[src/rtl/muldiv16_unit.sv]
// muldiv16_unit: iterative 16x16 unsigned multiply (radix-2 shift-add) and
// 16/16 unsigned restoring divide. Each operation takes 16 cycles and
// produces one result bit per cycle. Divide by zero completes after 1 cycle.
module muldiv16_unit (
  input  logic        clk,
  input  logic        rst,
  input  logic        start,
  input  logic        op,
  input  logic [15:0] a,
  input  logic [15:0] b,
  output logic        busy,
  output logic        done,
  output logic [15:0] lo,
  output logic [15:0] hi,
  output logic        div_by_zero
);

  typedef enum logic {IDLE = 1'b0, RUN = 1'b1} state_t;

  state_t      state_q, state_d;
  logic [4:0]  cnt_q, cnt_d;
  logic        op_q, op_d;
  logic [15:0] a_q, a_d;
  logic [15:0] b_q, b_d;
  // acc holds the upper partial product (mul) or the partial remainder (div).
  logic [32:0] acc_q, acc_d;
  // mq shifts the multiplier out (mul) or the dividend out / quotient in (div).
  logic [15:0] mq_q, mq_d;
  logic        done_q, done_d;
  logic [15:0] lo_q, lo_d;
  logic [15:0] hi_q, hi_d;
  logic        dbz_q, dbz_d;

  logic [32:0] mul_sum;
  logic [32:0] mul_acc_nx;
  logic [15:0] mul_mq_nx;
  logic [32:0] div_shift;
  logic [32:0] div_trial;
  logic [32:0] div_acc_nx;
  logic [15:0] div_mq_nx;

  // One iteration of each algorithm, computed from the current registers.
  always_comb begin
    mul_sum    = acc_q + (mq_q[0] ? {17'd0, b_q} : 33'd0);
    mul_acc_nx = {1'b0, mul_sum[32:1]};
    mul_mq_nx  = {mul_sum[0], mq_q[15:1]};
    div_shift  = {acc_q[31:0], mq_q[15]};
    div_trial  = div_shift - {17'd0, b_q};
    if (div_trial[32]) begin
      // Trial subtraction went negative: restore and record a 0 quotient bit.
      div_acc_nx = div_shift;
      div_mq_nx  = {mq_q[14:0], 1'b0};
    end else begin
      div_acc_nx = div_trial;
      div_mq_nx  = {mq_q[14:0], 1'b1};
    end
  end

  // Next-state and register updates for the IDLE/RUN controller.
  always_comb begin
    state_d = state_q;
    cnt_d   = cnt_q;
    op_d    = op_q;
    a_d     = a_q;
    b_d     = b_q;
    acc_d   = acc_q;
    mq_d    = mq_q;
    done_d  = 1'b0;
    lo_d    = lo_q;
    hi_d    = hi_q;
    dbz_d   = dbz_q;
    case (state_q)
      IDLE: begin
        if (start) begin
          op_d    = op;
          a_d     = a;
          b_d     = b;
          cnt_d   = 5'd0;
          acc_d   = 33'd0;
          mq_d    = a;
          state_d = RUN;
        end
      end
      RUN: begin
        if (op_q && (b_q == 16'd0)) begin
          // Divide by zero short-circuits on the first RUN cycle.
          lo_d    = 16'hFFFF;
          hi_d    = a_q;
          dbz_d   = 1'b1;
          done_d  = 1'b1;
          state_d = IDLE;
        end else begin
          acc_d = op_q ? div_acc_nx : mul_acc_nx;
          mq_d  = op_q ? div_mq_nx  : mul_mq_nx;
          cnt_d = cnt_q + 5'd1;
          if (cnt_q == 5'd15) begin
            lo_d    = op_q ? div_mq_nx : mul_mq_nx;
            hi_d    = op_q ? div_acc_nx[15:0] : mul_acc_nx[15:0];
            dbz_d   = 1'b0;
            done_d  = 1'b1;
            state_d = IDLE;
          end
        end
      end
      default: state_d = IDLE;
    endcase
  end

  // State and datapath registers; reset clears everything and wins over start.
  always_ff @(posedge clk) begin
    if (rst) begin
      state_q <= IDLE;
      cnt_q   <= 5'd0;
      op_q    <= 1'b0;
      a_q     <= 16'd0;
      b_q     <= 16'd0;
      acc_q   <= 33'd0;
      mq_q    <= 16'd0;
      done_q  <= 1'b0;
      lo_q    <= 16'd0;
      hi_q    <= 16'd0;
      dbz_q   <= 1'b0;
    end else begin
      state_q <= state_d;
      cnt_q   <= cnt_d;
      op_q    <= op_d;
      a_q     <= a_d;
      b_q     <= b_d;
      acc_q   <= acc_d;
      mq_q    <= mq_d;
      done_q  <= done_d;
      lo_q    <= lo_d;
      hi_q    <= hi_d;
      dbz_q   <= dbz_d;
    end
  end

  assign busy        = (state_q == RUN);
  assign done        = done_q;
  assign lo          = lo_q;
  assign hi          = hi_q;
  assign div_by_zero = dbz_q;

endmodule
[config.mk]
export PLATFORM = sky130hd
export DESIGN_NAME = muldiv16_unit
export DESIGN_NICKNAME = d
export VERILOG_FILES = /design/src/rtl/muldiv16_unit.sv
export SDC_FILE = /design/constraint.sdc
export NUM_CORES = 1
export LEC_CHECK = 0
export BUFFER_PORTS_ARGS = -buffer_cell sky130_fd_sc_hd__buf_2
export CORE_ASPECT_RATIO = 1.25
export CORE_UTILIZATION = 35
export CTS_CLUSTER_DIAMETER = 120
export CTS_CLUSTER_SIZE = 10
export DETAILED_ROUTE_END_ITERATION = 10
export GPL_TIMING_DRIVEN = 1
export PLACE_DENSITY = 0.59
export SLEW_MARGIN = 10
export SYNTH_ARGS = -nofsm -noshare
export SYNTH_HDL_FRONTEND = slang
export SYNTH_SLANG_ARGS = --single-unit
[constraint.sdc]
create_clock -name clk -period 5.2 [get_ports clk]
set_clock_uncertainty 0.15 [all_clocks]
set_input_delay 0.78 -clock clk [delete_from_list [all_inputs] [get_ports clk]]
set_output_delay 0.78 -clock clk [all_outputs]
set_load 0.01 [all_outputs]
==> impl_metrics.csv <==
group,metric,value,unit
setup_path,cp-start-kind,"flip-flop",
hold_path,hp-class,"reg -> reg",
pwr,peakVddDrop,0.251,mV
cells_and_area,syn_to_final_growth,14.1,%
clock_tree,clockBufferDepth,2,
sta,grt_setup_unrepaired,"false",
route,wl_per_cell,18.1,um
route,antenna_left,0,
pwr,total_power,2920,uW
placement,dpl.cell_count,1288,
clock_tree,htree_levels,4,
setup_path,r2r-start,"mq_q[15]",
sta,relSlewSlack,30.9,%
yosys,seq_area_frac_synth,31.6,%
sta,fin_setup_tns,0,ps
run_status,outcome,"finished clean",
placement,place.gp.congestion,0.902,
yosys,synth_area,7720,um2
pwr,pwr-share-seq,34.6,%
yosys,synth.distinct_cells,75,
route,drt-pass1-iter-count,5,
sta,post-route-period-util,82.3,%
sta,finalHoldViolations,0,
pwr,power.internal,1950,uW
sta,tightest_slew,1030,ps
yosys,yosysTopAreaCellShare,31.6,%
sta,fin_crit,4280,ps
floorplan,fp.dieW,135,um
cells_and_area,nNetsFinal,1101,
placement,io_buffers,70,
floorplan,design.core.area,21500,um2
setup_path,r2r_cells,18,
yosys,ys_ff_latch,122,
cells_and_area,fillers,2232,
pwr,swShare,33.4,%
clock_tree,cts-root-buf,"clkbuf_16",
yosys,yosys.area.top_type,"dfxtp_1",
setup_path,reg2reg_to,"hi[13]",
route,drc,0,
grt,grt_pass1_wl,38600,um
yosys,synth_edf_count,0,
grt,antenna_found_initial,0,
route,vias,7411,
pwr,p_comb_share,21.9,%
clock_tree,cts_setup_buffers,0,
setup_path,crit_start,"mq_q[15]",
grt,grt_max_degree,54,
sta,hold_ws,299,ps
setup_path,critPathCaptureType,"flip-flop",
floorplan,die-height,168,um
floorplan,io_pins,71,
clock_tree,clk-insertion-delay-late,430,ps
clock_tree,post_cts_resized,0,
setup_path,rrSetupSlack,920,ps
setup_path,arrival,4440,ps
route,vias_per_cell,5.61,
cells_and_area,n_antenna_cell,0,
grt,gr-total-overflow,0,
route,wirelength,23900,um
yosys,synth_nets,1070,
yosys,synthArstFlopShare,0,%
cells_and_area,stdcell_count,1320,
setup_path,endpoint,"hi[13]",
pwr,p_leak,0.00369,uW
clock_tree,cts_tree,"built",
floorplan,die-area,22700,um2
yosys,ys.flop_type,"dfxtp_1",
flow_run,drv_cap,0,
floorplan,initial_core_util,35.8,%
cells_and_area,drive_above_1_share,13.0,%
placement,dp_hpwl,17300,um
grt,track_usage,21.9,%
setup_path,timing_worst_setup_path_type,"reg -> reg",
cells_and_area,postLayoutCoreUtil,40.9,%
clock_tree,holdBufCountCts,0,
floorplan,rows,60,
pwr,power_switching,978,uW
sta,fmax,234,MHz
yosys,synth.area.top_cells,"dfxtp_1 32%, nand2_1 7.1%, a21oi_1 6.4%, ha_1 5.7%, nor2_1 4.2%",
pwr,power_density,332,nW/um2
grt,grt_pass1_vias,7151,
sta,setup_viol,0,
sta,slew_viol_final,0,
yosys,avgSynthCellArea,7.74,um2
yosys,ys_warn_count,0,
pwr,pwr-share-clk,43.5,%
route,drtIter0Drc,483,
setup_path,required,5360,ps
setup_path,crit_path_max_fanout,31,
yosys,synthCells,997,
clock_tree,clkSlewWorstSetupHoldPaths,60,ps
clock_tree,cts_sinks,122,
clock_tree,cts_buffers,17,
-- cells in the mapped netlist (17+ instances only) --
master and count:
nand3_1 25, o21ai_0 38, a211oi_1 27, inv_1 36, and2_1 19, dfxtp_1 122, a22o_1 19, clkbuf_1 50
ha_1 35, xnor2_1 30, o211ai_1 19, nor3_1 17, nand2_1 145, nor2_1 87, a21oi_1 98, mux2i_1 28
-- stage by stage --
step	worst slack (ps)	instance area, um2
floorplan	1540	7720
CTS	1040	8810
global route	673	8810
finish	921	8810
global placement	1180	8180
detailed placement	1060	8180
-- layout by cell type (no fill, tap or decap), drive strengths merged, types with 8 or more instances in the layout --
master / netlist / final
a21oi: 98 / 98
nor2: 87 / 87
xnor2: 30 / 30
and2: 20 / 20
a22oi: 8 / 8
nor4: 12 / 12
and3: 10 / 10
a21o: 13 / 13
inv: 37 / 47
nor3: 18 / 18
xor2: 11 / 11
o21ai: 48 / 48
clkbuf: 53 / 17
a31oi: 10 / 10
nand3: 25 / 25
o211ai: 19 / 19
dfxtp: 122 / 122
mux2i: 29 / 29
nor2b: 12 / 12
ha: 35 / 35
nand2: 146 / 146
a211oi: 29 / 29
a22o: 19 / 19
buf: 15 / 80
o31ai: 12 / 12
-- area by class of cell --
type / instances / area (um2) / area share, %
clock buffer: 17 / 425 / 4.83
tap: 279 / 349 / 3.96
inverter: 37 / 139 / 1.58
timing repair buffer: 80 / 425 / 4.83
sequential: 122 / 2440 / 27.7
clock inverter: 15 / 200 / 2.27
multi-input combinational: 770 / 4830 / 54.8
-- layer usage --
| metal | track usage (%) | vias up | share of wire [%] |
|---|---|---|---|
| met1 | 25.5 | 3532 | 41 |
| met2 | 38.1 | 173 | 51 |
| met5 | 0 | - | 0 |
| met4 | 12.7 | 0 | 4.6 |
| li1 | - | 3641 | - |
| met3 | 3.19 | 65 | 3.7 |
-- sequential cells by signal, summed over array words and instances (netlist names) --
| register | count |
|---|---|
| acc_q | 33 |
| a_q | 16 |
| b_q | 16 |
| hi | 16 |
| lo | 16 |
| mq_q | 16 |
| cnt_q | 5 |
| busy | 1 |
| div_by_zero | 1 |
| done | 1 |
| op_q | 1 |
-- critical path: stages (launching register included) --
cell and delay (ps):
dfxtp_1 380, inv_1 60, ha_1 190, fa_1 410
nor2b_1 190, o31ai_1 110, o2bb2ai_1 200, o21ai_1 260
a21oi_1 180, o211ai_1 210, ha_1 270, buf_4 250
inv_1 230, nor4_1 70, a31oi_1 170, o21ai_0 120
a211oi_1 240, o21ai_0 120, a221o_1 330
-- kinds of logic after synthesis --
logic type / share of synthesized area (%)
simple gates: 21.6
fa+ha+maj: 6.19
xor+xnor: 4.65
compound gates: 26.0
mux: 3.92
buf+inv: 6.05
flops: 31.6
-- power by group through the flow --
stage          logic [uW]  clock network, uW  registers (uW)
2_1_floorplan         491                  0            1010
3_3_place_gp          629                  0            1030
3_5_place_dp          632                  0            1030
4_1_cts               637               1290            1010
5_1_grt               707               1330            1020
6_report              641               1270            1010
-- how the worst min path moves through the flow --
| stage | startpoint | to | slack (ps) | depth (start not counted) |
|---|---|---|---|---|
| after global routing | a_q[8] | a_q[8] | 320 | 2 |
| after global placement | hi[12] | hi[12] | 290 | 2 |
| after detailed placement | hi[12] | hi[12] | 290 | 2 |
| final | hi[12] | hi[12] | 300 | 2 |
| after floorplan | cnt_q[3] | cnt_q[3] | 280 | 1 |
| after CTS | hi[12] | hi[12] | 300 | 2 |
Power figures use the tool's default switching activity.
